<file path="config.mk">
export PLATFORM = sky130hd
export DESIGN_NAME = hazard_ctrl_mc
export DESIGN_NICKNAME = d
export VERILOG_FILES = /design/src/rtl/hazard_ctrl_mc.sv
export SDC_FILE = /design/constraint.sdc
export NUM_CORES = 1
export LEC_CHECK = 0
export CORE_MARGIN = 2
export CORE_UTILIZATION = 35
export CTS_BUF_LIST = sky130_fd_sc_hd__clkbuf_4
export DETAILED_ROUTE_END_ITERATION = 16
export GPL_ROUTABILITY_DRIVEN = 1
export PLACE_DENSITY_LB_ADDON = 0.1
export SKIP_LAST_GASP = 1
export SLEW_MARGIN = 30
export SYNTH_ARGS = -nofsm -noshare
export SYNTH_HDL_FRONTEND = slang
export SYNTH_SLANG_ARGS = --single-unit
</file>
<file path="constraint.sdc">
create_clock -name clk -period 3 [get_ports clk]
set_input_delay 0.75 -clock clk [delete_from_list [all_inputs] [get_ports clk]]
set_output_delay 0.75 -clock clk [all_outputs]
set_load 0.02 [all_outputs]
</file>
<file path="src/rtl/hazard_ctrl_mc.sv">
// Hazard and forwarding controller for the 5-stage MIPS pipeline.
// It tracks a multi-cycle MUL/DIV unit and holds a JAL in D for a bounded number of cycles.
module hazard_ctrl_mc #(
  parameter int REG_ADDR_W = 5,
  parameter int V0_REG     = 2,
  parameter int A0_REG     = 4,
  parameter int MULDIV_LAT = 32,
  parameter int JAL_STALL  = 1
) (
  input  logic                  clk,
  input  logic                  rst_n,
  input  logic [REG_ADDR_W-1:0] rs_d,
  input  logic [REG_ADDR_W-1:0] rt_d,
  input  logic [REG_ADDR_W-1:0] rs_e,
  input  logic [REG_ADDR_W-1:0] rt_e,
  input  logic [REG_ADDR_W-1:0] write_reg_e,
  input  logic [REG_ADDR_W-1:0] write_reg_m,
  input  logic [REG_ADDR_W-1:0] write_reg_w,
  input  logic                  sig_reg_write_e,
  input  logic                  sig_reg_write_m,
  input  logic                  sig_reg_write_w,
  input  logic                  sig_mem_to_reg_e,
  input  logic                  sig_mem_to_reg_m,
  input  logic                  sig_branch_d,
  input  logic                  sig_jal_d,
  input  logic                  sig_syscall_d,
  input  logic                  sig_hilo_read_d,
  input  logic                  sig_muldiv_d,
  input  logic                  sig_muldiv_e,
  output logic [1:0]            forward_a_e,
  output logic [1:0]            forward_b_e,
  output logic                  forward_a_d,
  output logic                  forward_b_d,
  output logic                  stall_f,
  output logic                  stall_d,
  output logic                  flush_e,
  output logic                  muldiv_busy
);

  localparam int MD_W = $clog2(MULDIV_LAT + 1);
  localparam int JW   = $clog2(JAL_STALL + 1);
  localparam logic [REG_ADDR_W-1:0] V0 = REG_ADDR_W'(V0_REG);
  localparam logic [REG_ADDR_W-1:0] A0 = REG_ADDR_W'(A0_REG);

  logic [MD_W-1:0] md_cnt;
  logic [JW-1:0]   jal_cnt;
  logic lw_stall, br_stall, sc_stall, md_stall, jal_stall, any_stall;

  // Register $0 is hard-wired to zero, so it never produces a dependency.
  function automatic logic hit(input logic [REG_ADDR_W-1:0] src,
                               input logic [REG_ADDR_W-1:0] dst,
                               input logic                  en);
    return en && (src != '0) && (src == dst);
  endfunction

  // When the destination is written by both M and W, the younger M result wins.
  assign forward_a_e = hit(rs_e, write_reg_m, sig_reg_write_m) ? 2'b10 :
                       hit(rs_e, write_reg_w, sig_reg_write_w) ? 2'b01 : 2'b00;
  assign forward_b_e = hit(rt_e, write_reg_m, sig_reg_write_m) ? 2'b10 :
                       hit(rt_e, write_reg_w, sig_reg_write_w) ? 2'b01 : 2'b00;
  assign forward_a_d = hit(rs_d, write_reg_m, sig_reg_write_m);
  assign forward_b_d = hit(rt_d, write_reg_m, sig_reg_write_m);

  assign lw_stall = sig_mem_to_reg_e &
                    (hit(rs_d, write_reg_e, 1'b1) | hit(rt_d, write_reg_e, 1'b1));

  assign br_stall = sig_branch_d &
                    (hit(rs_d, write_reg_e, sig_reg_write_e)  |
                     hit(rt_d, write_reg_e, sig_reg_write_e)  |
                     hit(rs_d, write_reg_m, sig_mem_to_reg_m) |
                     hit(rt_d, write_reg_m, sig_mem_to_reg_m));

  assign sc_stall = sig_syscall_d &
                    (hit(V0, write_reg_e, sig_reg_write_e) | hit(A0, write_reg_e, sig_reg_write_e) |
                     hit(V0, write_reg_m, sig_reg_write_m) | hit(A0, write_reg_m, sig_reg_write_m) |
                     hit(V0, write_reg_w, sig_reg_write_w) | hit(A0, write_reg_w, sig_reg_write_w));

  assign muldiv_busy = (md_cnt != '0);
  assign md_stall    = muldiv_busy & (sig_hilo_read_d | sig_muldiv_d);
  assign jal_stall   = sig_jal_d & (jal_cnt < JW'(JAL_STALL));

  assign any_stall = lw_stall | br_stall | sc_stall | md_stall | jal_stall;
  assign stall_f   = any_stall;
  assign stall_d   = any_stall;
  assign flush_e   = any_stall;

  // A new MUL/DIV restarts the busy window even while an older one is still pending.
  // NOTE: state registers use non-blocking assignments so every flop samples pre-edge values.
  always_ff @(posedge clk or negedge rst_n) begin
    if (!rst_n) begin
      md_cnt <= '0;
    end else if (sig_muldiv_e) begin
      md_cnt <= MD_W'(MULDIV_LAT);
    end else if (md_cnt != '0) begin
      md_cnt <= md_cnt - MD_W'(1);
    end
  end

  // Counts stalled cycles of the JAL in D, even when another hazard caused the stall.
  // The counter clears as soon as D advances.
  always_ff @(posedge clk or negedge rst_n) begin
    if (!rst_n) begin
      jal_cnt <= '0;
    end else if (sig_jal_d && stall_d) begin
      if (jal_cnt != JW'(JAL_STALL)) jal_cnt <= jal_cnt + JW'(1);
    end else begin
      jal_cnt <= '0;
    end
  end

endmodule

</file>
# Word-level counts from Yosys, hierarchy flattened
# Cells that the tools add are included.
[totals]
register_bits = 7
latch_bits = 0
mem_bits_rw = 0
mem_bits_ro = 0
inputBits = 48
output_inout_bits = 10
word_cells = 81
mem_count = 0
[classes]
addsub = 2
multipliers = 0
div_mod_pow = 0
n_lt_le_gt_ge = 1
n_eq_ne = 14
shift = 0
mux = 8
bitwise = 19
n_reduce_logical = 35
[ops]
columns = ["op", "count"]
rows = [
  ["$eq 5x5->1", 8],
  ["$logic_and 1x1->1", 29],
  ["$reduce_bool 5->1", 4],
  ["$eq 2x5->1 const A", 3],
  ["$eq 3x5->1 const A", 3],
  ["$or 1x1->1", 14],
  ["$mux 6", 2],
  ["$reduce_bool 6->1", 1],
  ["$sub 6x1->6 const B", 1],
  ["$and 1x1->1", 5],
  ["$mux 1", 4],
  ["$mux 2", 2],
  ["$reduce_bool 2->1", 1],
  ["$add 1x1->1 const B", 1],
  ["$lt 1x1->1 const B", 1],
]

# Logic depth before layout (Yosys ltp)
[depth]
depth_word = 13
ltp_mapped = 8
depth_no_buf = 7

# Least setup slack after synthesis
# Ideal clock, no wire load.
[synth_timing]
path_type = "input port to output port"
from = "input write_reg_m[4]"
to = "output forward_b_e[0]"
arrival_ps = 2182
required_time_ps = 2250
slack_ps = 68
cell_stages = 5
n_path_buf = 1
cell_sequence = "clkbuf_1 xnor2_1 nand4_1 nor4_1 nor4_2"
[synth_via]
elab_chain_cells = 3
[synth_lines]
columns = ["item", "line", "source"]
rows = [
  ["from (decl)", "17", "input logic [REG_ADDR_W-1:0] write_reg_m,"],
  ["$eq 5x5->1", "53", "return en && (src != '0) && (src == dst);"],
  ["$logic_and 1x1->1", "53", ""],
  ["$mux 2", "59", "assign forward_b_e = hit(rt_e, write_reg_m, sig_reg_write_m) ? 2'b10 :"],
  ["to (decl)", "31", "output logic [1:0] forward_b_e,"],
]
# No other way between the ends.

# Worst setup path in the final report
[layout_timing]
from = "input rt_d[3]"
to = "output stall_d"
[layout_via]
elab_chain_cells = 11
elab_cells_between_ends = 18
cone_classes = "eq/ne (2); bitwise (10); reduce/logical (6)"
[layout_lines]
columns = ["item", "line", "source"]
rows = [
  ["from (decl)", "13", "input logic [REG_ADDR_W-1:0] rt_d,"],
  ["$reduce_bool 5->1", "53", ""],
  ["$logic_and 1x1->1 (2 in series)", "53", ""],
  ["$or 1x1->1", "68", "(hit(rs_d, write_reg_e, sig_reg_write_e) |"],
  ["$or 1x1->1", "69", "hit(rt_d, write_reg_e, sig_reg_write_e) |"],
  ["$or 1x1->1", "70", "hit(rs_d, write_reg_m, sig_mem_to_reg_m) |"],
  ["$and 1x1->1", "67", "assign br_stall = sig_branch_d &"],
  ["$or 1x1->1 * (4 in series)", "82", "assign any_stall = lw_stall | br_stall | sc_stall | md_stall | jal_stall;"],
  ["to (decl)", "35", "output logic stall_d,"],
]
# Mark *: on every way between the ends. The rest lies on a longest branch, timed or not.

==> metrics <==
Synthesized Nets=around 180; first-pass GRT wire length=around 6000 µm; initial antenna violation count=0; top cell type's share of synthesized area=25.83%; routed vias/inst=~5.1; VDD IR max=156.6 µV; status=complete, but fails checks; share of cells above drive strength 1=44.35%; WHS Endpoint=md_cnt[5]$_DFFE_PN0P_; CTS H-Tree Depth=1; Pre-Repair DR Iteration Count=10; Hold Crit Start=md_cnt[5]$_DFFE_PN0P_; Initial Util=about 37%; Synthesis Warnings=0; Top FF cell, synth=dfrtp_1; WP data arrival=2.23 ns; DR DRC count=1; Hold Fails Final Rpt=0; Hold Slack=between 0.5 and 0.6 ns; I/O pin cnt=58; hpwl dp=2811 µm; CTS clk-pin slew, worst paths=0.05 ns; clk sinks=7; CP endpoint kind=primary output; Power Density=325.2 mW/mm²; Crit path max-delay family=simple AND/OR/NAND/NOR gates; CTS buffer count=3; register area share after synthesis=around 17%; fmax=336.0 MHz; GP Congestion=0.7994; Core Util, Final=79.66%; Final Power=0.7267 mW; FF-to-FF Start=md_cnt[0]$_DFFE_PN0P_; flop-to-flop setup slack=roughly 1.3 ns; P&R area growth vs syn=112.6%; critical path class=in -> out; CTS tree=yes; Post-synth EDFFs=0; Die H=58.80 µm; global-route usage over all layers=22.61%; number of global-route vias before repair=about 1400; worst-margin pin slew=0.3163 ns; Setup crit start kind=input pin; vias=1379; clock buffer depth=2; Cells after Synth=about 130; largest net degree at the start of global routing=8; Post-synth ARST share=100.0%; nets@finish=289; max_cap viols=0; Slowest-stage cell, CP=or4_4; Lkg Pwr=~1 nW; DR iter-0 viols=55; worst reg2reg path endpoint=jal_cnt$_DFF_PN0_; Worst EP required=about 2.3 ns; Max FO, Critical Path=3; unique cell type count in the Yosys netlist=34; Slew headroom=78.85%; final max-slew violation count=0; Synth Register Bits=7; fin crit share=99.20%; minimum clock period=2.976 ns; die area=about 0.0035 mm²; Worst-Skew Late Latency=0.26 ns; gr ovfl total=0; syn avg cell area=8.276 µm²; failing checks=DRC; Placement Rows=19; max incr delay on CP=0.50 ns; Chip Width=58.80 µm; core footprint=0.002805 mm²; Yosys top cell by area=xnor2_1; final wirelength=4249 µm; Clock Skew=slightly below 0.01 ns; CP bufs+invs=2; DRT antenna net count=0; top-count cell post-synth=xnor2_1; Final Setup Violations=0; root buffer cell=clkbuf_4; RSZ-0062 raised after global routing=true; CP cell instances=clkdlybuf4s15_1 > or4_4 > nor2_4 > nor4_4 > o211ai_2 > nand3_2 > buf_6; Worst Hold Depth=2; Synth top cells by count=xnor2_1 (31), xor2_1 (13), nor2_1 (10); Post-Syn Area=0.001051 mm²; input/output buffers=57; Synth area leaders=xnor2_1 (26%), dfrtp_1 (17%), xor2_1 (11%); Reg2Reg Depth=8; antenna cells=0; Routed WL per cell=15.74 µm; hold crit path type=reg -> reg
## timing repair
| action | 4_1_cts | 5_1_grt |
|---|---|---|
| endpoints found under the setup margin | 9 | 8 |
| hold buffers | 0 | 0 |
| hold endpoints to repair | 0 | 0 |
| pin swaps | 20 | 15 |
| setup buffers | 10 | 0 |
| resized for setup | 90 | 31 |
## per-layer routing
layer / share of wire (%) / track usage, % / vias to the layer above
met5: 0 / 0 / -
met4: 3.8 / 5.844 / 0
met3: 3.4 / 1.099 / 17
met2: 55 / 45.08 / 49
met1: 38 / 25.57 / 650
li1: - / - / 663
## through the flow
step           setup slack [ns]  setup TNS [ns]  instances  area, µm²
3_5_place_dp            -0.6758          -5.374        256       1968
4_1_cts               0.0003491               0        270       2152
6_report                0.02401               0        270       2235
3_3_place_gp            -0.5833          -4.863        256       1968
2_1_floorplan           0.06764               0        127       1051
5_1_grt                -0.02263        -0.06463        270       2235
## tightest hold or removal path, delay by kind of cell, from the launching register on
kind | cells | cell delay, ns
multiplexers | 1 | 0.09
AND/OR/NAND/NOR | 1 | 0.06
flip-flops | 1 | 0.40
## cells by family (layout without fill, tap and decap cells)
kind of cell             count (synthesis)  after routing  share of synthesized area [%]
AO/OA/AOI/OAI                           12             12                          7.381
XOR/XNOR                                44             44                          36.67
adder cells (fa/ha/maj)                  1              1                          1.190
buffers and inverters                   11            123                          6.427
flip-flops                               7              7                          16.67
multiplexers                             1              1                         0.9524
AND/OR/NAND/NOR                         51             51                          30.71
## worst max-delay path by stage
| stage | from | to | slack, ns | depth (start not counted) |
|---|---|---|---|---|
| floorplan | write_reg_m[4] | forward_b_e[0] | 0.07 | 5 |
| global placement | write_reg_m[4] | forward_b_e[1] | -0.58 | 7 |
| detailed placement | write_reg_m[0] | stall_d | -0.68 | 8 |
| CTS | rt_d[1] | stall_d | 0.0003 | 7 |
| global route | rs_e[3] | forward_a_e[0] | -0.02 | 6 |
| finish | rt_d[3] | stall_d | 0.02 | 7 |
## placed cells by master (no fill, tap or decap), drive strengths merged, types with 2 or more instances in the layout
cell type       n
buf            65
or4             5
nor2b           2
clkbuf         10
nand4           4
dlymetal6s2s    6
nand3           6
nor3            2
nand2b          2
xor2           13
a21oi           3
dlygate4sd2    16
nor2           12
and2            2
inv             4
clkdlybuf4s50  18
nand2           4
xnor2          31
o21ai           3
a211oi          2
nor4            9
clkdlybuf4s15   4
dfrtp           7
## cell type report
class	count	area, µm²
timing repair buffer	115	963.4
multi-input combinational	109	1012
clock buffer	4	30.03
tap	31	38.79
inverter	4	15.01
sequential	7	175.2
fill	187	570.5
## power breakdown
part / leakage (nW) / switching [mW] / internal [mW]
clock network: 0.0184 / 0.0366 / 0.0599
logic: 0.879 / 0.221 / 0.237
registers: 0.0868 / 0.0384 / 0.133
total: 0.985 / 0.296 / 0.431
## sequential cells by signal, indices dropped and copies added (netlist names)
name / count
jal_cnt: 1
md_cnt: 6
(Power assumes the default switching activity.)
